[src/rtl/hub75_rx_capture.sv]
// HUB75 receiver: oversamples the panel bus, rebuilds each latched line and
// writes it into a {row,col}-addressed RGB565 frame memory.
//
// Ports
//   clk, rst                  system clock, async active-high reset
//   hub_clk, hub_stb, hub_oe  HUB75 shift clock, latch strobe, blank (1 = off)
//   hub_sel[ROW_BITS-1:0]     row select {D,C,B,A}
//   hub_r, hub_g, hub_b       serial colour bits (upper half)
//   mem_wen/addr/wdata        frame memory write port
//   line_done, frame_done     pulses with the last write of a line / of row 15
//   err_overrun, err_unblank  protocol error pulses
module hub75_rx_capture #(
  parameter int COLS        = 64,
  parameter int ROW_BITS    = 4,
  parameter int SYNC_STAGES = 2
) (
  input  logic                         clk,
  input  logic                         rst,
  input  logic                         hub_clk,
  input  logic                         hub_stb,
  input  logic                         hub_oe,
  input  logic [ROW_BITS-1:0]          hub_sel,
  input  logic                         hub_r,
  input  logic                         hub_g,
  input  logic                         hub_b,
  output logic                         mem_wen,
  output logic [ROW_BITS+$clog2(COLS)-1:0] mem_addr,
  output logic [15:0]                  mem_wdata,
  output logic                         line_done,
  output logic                         frame_done,
  output logic                         err_overrun,
  output logic                         err_unblank
);

  localparam int CB = $clog2(COLS);
  localparam int IW = ROW_BITS + 6;

  typedef enum logic {S_IDLE, S_WRITE} state_t;

  state_t r_state, w_state_nxt;

  logic [SYNC_STAGES-1:0][IW-1:0] r_sync;
  logic [1:0]                     r_hist;
  logic [COLS-1:0][2:0]           r_shift_buf;
  logic [COLS-1:0][2:0]           r_wr_buf;
  logic [COLS-1:0][2:0]           w_line;
  logic [CB:0]                    r_col_cnt;
  logic [CB-1:0]                  r_wcol;
  logic [CB-1:0]                  w_wcol_nxt;
  logic [ROW_BITS-1:0]            r_row;

  logic [IW-1:0]       w_pins;
  logic [IW-1:0]       w_s;
  logic                w_clk_s;
  logic                w_stb_s;
  logic                w_oe_s;
  logic [ROW_BITS-1:0] w_sel_s;
  logic [2:0]          w_rgb_s;
  logic                w_shift_rise;
  logic                w_latch_rise;
  logic                w_full;
  logic                w_shift_ok;
  logic                w_accept;
  logic                w_busy;

  function automatic logic [15:0] f_rgb565(input logic [2:0] p);
    return {{5{p[2]}}, {6{p[1]}}, {5{p[0]}}};
  endfunction

  assign w_pins = {hub_clk, hub_stb, hub_oe, hub_sel,
                   hub_r, hub_g, hub_b};
  assign w_s     = r_sync[SYNC_STAGES-1];
  assign w_clk_s = w_s[IW-1];
  assign w_stb_s = w_s[IW-2];
  assign w_oe_s  = w_s[IW-3];
  assign w_sel_s = w_s[ROW_BITS+2:3];
  assign w_rgb_s = w_s[2:0];

  assign w_shift_rise = w_clk_s & ~r_hist[1];
  assign w_latch_rise = w_stb_s & ~r_hist[0];

  // COLS is a power of 2, so the counter MSB marks a full buffer
  assign w_full     = r_col_cnt[CB];
  assign w_shift_ok = w_shift_rise & ~w_full;
  assign w_busy     = (r_state == S_WRITE);
  assign w_accept   = w_latch_rise & ~w_busy;
  assign w_wcol_nxt = r_wcol + 1'b1;

  // Line as it stands after this cycle's shift, so a shift edge
  // coinciding with the latch lands in the copied line
  always_comb begin
    w_line = r_shift_buf;
    if (w_shift_ok) begin
      w_line[r_col_cnt[CB-1:0]] = w_rgb_s;
    end
  end

  always_ff @(posedge clk or posedge rst) begin
    if (rst) begin
      r_sync <= '0;
      r_hist <= '0;
    end else begin
      r_sync[0] <= w_pins;
      for (int i = 1; i < SYNC_STAGES; i++) begin
        r_sync[i] <= r_sync[i-1];
      end
      r_hist <= {w_clk_s, w_stb_s};
    end
  end

  always_ff @(posedge clk or posedge rst) begin
    if (rst) r_state <= S_IDLE;
    else     r_state <= w_state_nxt;
  end

  always_comb begin
    w_state_nxt = r_state;
    unique case (r_state)
      S_IDLE:  if (w_accept) w_state_nxt = S_WRITE;
      S_WRITE: if (r_wcol == '1) w_state_nxt = S_IDLE;
      default: w_state_nxt = S_IDLE;
    endcase
  end

  always_ff @(posedge clk or posedge rst) begin
    if (rst) begin
      r_shift_buf <= '0;
      r_wr_buf    <= '0;
      r_col_cnt   <= '0;
      r_row       <= '0;
    end else if (w_accept) begin
      r_shift_buf <= '0;
      r_wr_buf    <= w_line;
      r_col_cnt   <= '0;
      r_row       <= w_sel_s;
    end else if (w_shift_ok) begin
      r_shift_buf <= w_line;
      r_col_cnt   <= r_col_cnt + 1'b1;
    end
  end

  always_ff @(posedge clk or posedge rst) begin
    if (rst) begin
      r_wcol      <= '0;
      mem_wen     <= 1'b0;
      mem_addr    <= '0;
      mem_wdata   <= '0;
      line_done   <= 1'b0;
      frame_done  <= 1'b0;
      err_overrun <= 1'b0;
      err_unblank <= 1'b0;
    end else begin
      mem_wen     <= 1'b0;
      mem_addr    <= '0;
      mem_wdata   <= '0;
      line_done   <= 1'b0;
      frame_done  <= 1'b0;
      err_overrun <= (w_shift_rise & w_full) |
                     (w_latch_rise & w_busy);
      err_unblank <= w_latch_rise & ~w_oe_s;
      if (w_accept) begin
        // column 0 comes straight from the line being latched
        r_wcol    <= '0;
        mem_wen   <= 1'b1;
        mem_addr  <= {w_sel_s, {CB{1'b0}}};
        mem_wdata <= f_rgb565(w_line[0]);
      end else if (w_busy && r_wcol != '1) begin
        r_wcol    <= w_wcol_nxt;
        mem_wen   <= 1'b1;
        mem_addr  <= {r_row, w_wcol_nxt};
        mem_wdata <= f_rgb565(r_wr_buf[w_wcol_nxt]);
        if (w_wcol_nxt == '1) begin
          line_done  <= 1'b1;
          frame_done <= (r_row == '1);
        end
      end
    end
  end

endmodule

[config.mk]
export PLATFORM = sky130hd
export DESIGN_NAME = hub75_rx_capture
export DESIGN_NICKNAME = d
export VERILOG_FILES = /design/src/rtl/hub75_rx_capture.sv
export SDC_FILE = /design/constraint.sdc
export NUM_CORES = 1
export LEC_CHECK = 0
export CORE_MARGIN = 8
export CORE_UTILIZATION = 65
export DETAILED_ROUTE_END_ITERATION = 7
export MAX_ROUTING_LAYER = met4
export PLACE_DENSITY = 0.9
export SYNTH_ARGS = -nofsm -noshare
export SYNTH_HDL_FRONTEND = slang
export SYNTH_SLANG_ARGS = --single-unit
[constraint.sdc]
create_clock -name clk -period 33.7 [get_ports clk]
set_input_delay 5.055 -clock clk [delete_from_list [all_inputs] [get_ports clk]]
set_output_delay 5.055 -clock clk [all_outputs]
set_load 0.02 [all_outputs]
# Yosys cells after proc, flatten, opt, wreduce, memory -nomap -nowiden
# Index checks and enable logic that the tools add are counted.
[word_totals]
register_bits = 455
latch_bits = 0
ram_bits = 0
rom_bits = 0
inputBits = 12
output_inout_bits = 31
memories = 0
[classes]
addsub = 2
mul = 0
n_div = 0
order_cmp = 3
n_eq_ne = 4
shifts = 0
n_mux = 27
bitwise_logic = 13
reduce_logical = 4
[ops]
columns = ["op", "count"]
rows = [
  ["$mux 192", 3],
  ["$bwmux 192", 1],
  ["$mux 16", 2],
  ["$mux 10", 2],
  ["$bmux 3 s6", 1],
  ["$demux 3 s6", 1],
  ["$lt 6x7->1 const B", 2],
  ["$mux 7", 2],
  ["$eq 6x6->1 const B", 2],
  ["$mux 6", 2],
  ["$mux 1", 10],
  ["$add 7x1->7 const B", 1],
  ["$and 1x1->1", 7],
  ["$add 6x1->6 const B", 1],
  ["$ge 6x1->1 const B", 1],
  ["$mux 3", 2],
  ["$ne 6x6->1 const B", 1],
  ["$not 1->1", 5],
  ["$eq 4x4->1 const B", 1],
  ["$reduce_bool 2->1", 2],
  ["$logic_and 1x1->1", 2],
  ["$pmux 1 s2", 1],
  ["$or 1x1->1", 1],
]

# Longest topological paths before layout
[logic_depth]
depth_word = 8
mapped_depth = 12

# Least setup slack after synthesis
# Ideal clock, no wire load.
[synth_timing]
path_type = "reg2out"
start = "reg mem_wdata[6] (netlist name)"
end = "out mem_wdata[10]"
arrival_ns = 0.685
required_time_ns = 28.645
path_slack_ns = 27.960
path_stages_with_launch = 2
n_path_buf = 1
path_cell_list = "dfrtp_1 -> buf_4"
[synth_rtl]
columns = ["element", "line_no", "rtl"]
rows = [
  ["end: declaration", "28", "output logic [15:0] mem_wdata,"],
]

==> reports/metrics.csv <==
stage,metric,value,unit
place,GPL Wtd Cong,0.851,
place,DP Wirelength,25.1,mm
critical_path,beginning of the worst register-to-register path,r_state,
clock_network,clk buf depth,3,
synthesis,"Primary FF master, synth",dfrtp_1,
critical_path,Crit Path Max Fanout,140,
die,Die W,185,µm
clock_network,cts repair resizes,0,
sta,Slew @ Worst Pin,1.34,ns
clock_network,clock insertion delay at the later pin of the skew report,0.54,ns
synthesis,Area contributors post-synth,"dfrtp_1 (60%), mux2i_1 (11%), mux4_2 (6.0%), nand2_1 (5.8%), o21ai_0 (5.0%)",
cells_and_area,Ant. Diodes,0,
sta,max-slew violations,0,
synthesis,top cell type's share of synthesized area,0.596,
power_and_ir_drop,Power Density,71.6,mW/mm²
route,via count,13000,
place,DP Cell Count,1959,
route,number of remaining DRC errors,0,
critical_path,Setup crit end kind,async pin,
critical_path,Critical R2R Capture,r_wr_buf[31],
clock_network,CTS root buf,clkbuf_16,
min_path,Min-Delay Startpoint,r_sync[6],
synthesis,"Cell Area, Synth",0.0185,mm²
min_path,Hold Path Class,reg2reg,
sta,Rel. slew slack,0.102,
clock_network,Post-CTS Hold Fix Bufs,0,
power_and_ir_drop,Static Leakage,10.5,nW
cells_and_area,Layout Cells excl Fill,2035,
synthesis,post-synthesis register bit count,442,
synthesis,top-count cell post-synth,dfrtp_1,
flow_run,# Max-Cap Violations,0,
global_routing,Total GRT Usage,0.281,
sta,final worst path period share,0.228,
global_routing,global-route wire length before repair,73.6,mm
synthesis,Netlist cell types,52,
sta,Achievable Freq,130,MHz
synthesis,synthesized instance count,1645,
die,IO Pins,43,
global_routing,total congestion overflow,0,
synthesis,Yosys top cell by area,dfrtp_1,
critical_path,Worst Setup Start Kind,primary input,
sta,post-route setup TNS,0,ns
critical_path,worst path required time,34.14,ns
min_path,Min-Delay Endpoint,w_s[6],
critical_path,crit path DAT,8.12,ns
clock_network,Num CTS Buffers,44,
clock_network,CTS Sinks,442,
min_path,hold depth,0,
route,DRT antenna net count,0,
sta,Setup-failing EPs final,0,
sta,final worst setup slack,26.02,ns
synthesis,Post-synth EDFFs,0,
place,number of port buffers,42,
place,DP Worst Slack,25.31,ns
cells_and_area,layout cells sized above 1,0.0957,
synthesis,asr flop ratio synth,1.00,
die,site row count,62,
clock_network,Post-CTS Setup Inserts,0,
clock_network,H-tree depth,2,
route,DR pass1 iterations,6,
route,vias per cell,6.38,
critical_path,R2R depth,5,
cells_and_area,Finished Core Util,0.721,
power_and_ir_drop,Tot Pwr,0.00147,W
cells_and_area,Area Overhead vs Synth,10.4,%
die,Initial Utilization,0.653,
route,Avg WL per Cell,22.3,µm
synthesis,syn avg cell area,11.3,µm²
power_and_ir_drop,Peak VDD IR,0.0483,mV
outcome,outcome,completed,
sta,final hold vios,0,
clock_network,"Clk pin slew, worst setup/hold paths",0.06,ns
synthesis,Post-synth top cells,"dfrtp_1 (442), nand2_1 (288), nor2_1 (230)",
synthesis,"Warnings, synthesis",0,
synthesis,sequential fraction of the synthesis area,0.596,
critical_path,Setup Crit Path Kind,in2async,
die,height of the chip,185,µm
route,routed wire length,45.5,mm
die,die area,0.0342,mm²
sta,RSZ-0062 raised after global routing,false,
sta,clock skew,0.0151,ns
global_routing,vias in the first global route,13800,
route,DRT iter0 DRCs,1797,
global_routing,largest net degree at the start of global routing,141,
synthesis,Mapped Nets,1660,
die,core outline area,0.0284,mm²
global_routing,initial antenna violation count,0,
critical_path,r2r setup slk,29.99,ns
clock_network,TritonCTS clock tree,yes,
sta,min Tclk post-route,7.68,ns
cells_and_area,Final #Nets,1636,
where the power goes:
| part | switching, W | internal (W) |
|---|---|---|
| clock | 0.000198 | 0.000292 |
| sequential | 0.0000509 | 0.000588 |
| combinational | 0.000215 | 0.000122 |
| total | 0.000464 | 0.00100 |
metal layers:
metal	routed length [µm]	vias to the layer above	track usage
met5	0	-	-
met4	2230	0	0.137
met3	4460	197	0.0663
met2	22100	783	0.446
met1	16700	6544	0.339
li1	-	5465	-
how the worst max path moves through the flow:
stage | end | slack (ns) | cells after the start | from
after floorplan | err_overrun | 16.33 | 1 | rst
after global placement | w_s[0] | 25.38 | 4 | rst
after detailed placement | w_s[0] | 25.31 | 4 | rst
after CTS | w_s[0] | 25.87 | 4 | rst
after global routing | w_s[0] | 25.48 | 4 | rst
final | w_s[0] | 26.02 | 4 | rst
registers in the layout, indices dropped and copies added (netlist names):
register and count:
r_sync 10, w_s 10, err_overrun 1, r_col_cnt 7, r_hist 2, r_row 4
err_unblank 1, mem_addr 10, line_done 1, r_shift_buf 192, mem_wdata 3, r_state 1
r_wcol 6, frame_done 1, mem_wen 1, r_wr_buf 192
cell type report:
cell class / instances / area (µm²)
Tap cell: 384 / 480
Clock inverter: 9 / 95.1
Timing Repair Buffer: 59 / 548
Fill cell: 1681 / 7920
Inverter: 6 / 30.0
Multi-Input combinational cell: 1068 / 6900
Clock buffer: 67 / 1360
Sequential cell: 442 / 11100
critical path: stages:
cell	delay, ns
clkdlybuf4s50_1	0.49
inv_8	0.67
buf_4	0.85
buf_4	0.89
metrics by stage:
stage               hold slack, ns  cell area (µm²)
finish                       0.347            20500
global route                 0.356            20500
CTS                          0.348            20500
detailed placement           0.335            19000
global placement             0.333            19000
floorplan                    0.331            18500
kinds of logic (layout without fill, tap and decap cells):
group | after synthesis | in the layout | share of synthesized area
xor+xnor | 11 | 11 | 0.00560
flops | 442 | 442 | 0.596
fa+ha+maj | 3 | 3 | 0.00202
buf+inv | 135 | 141 | 0.0327
mux | 253 | 253 | 0.170
simple gates | 576 | 576 | 0.129
compound gates | 225 | 225 | 0.0645
placed cells by master, fill, tap and decap left out, types with 15 or more instances in the layout:
master           Yosys  routed
dfrtp_1            442     438
nand2_1            288     288
nor2_1             230     229
mux2i_1            204     204
o21ai_0            186     186
mux4_2              49      49
clkbuf_16            0      45
clkdlybuf4s50_1      0      42
buf_4               14      17
clkbuf_8             0      15
No activity file was read; power rests on OpenSTA's default activity.
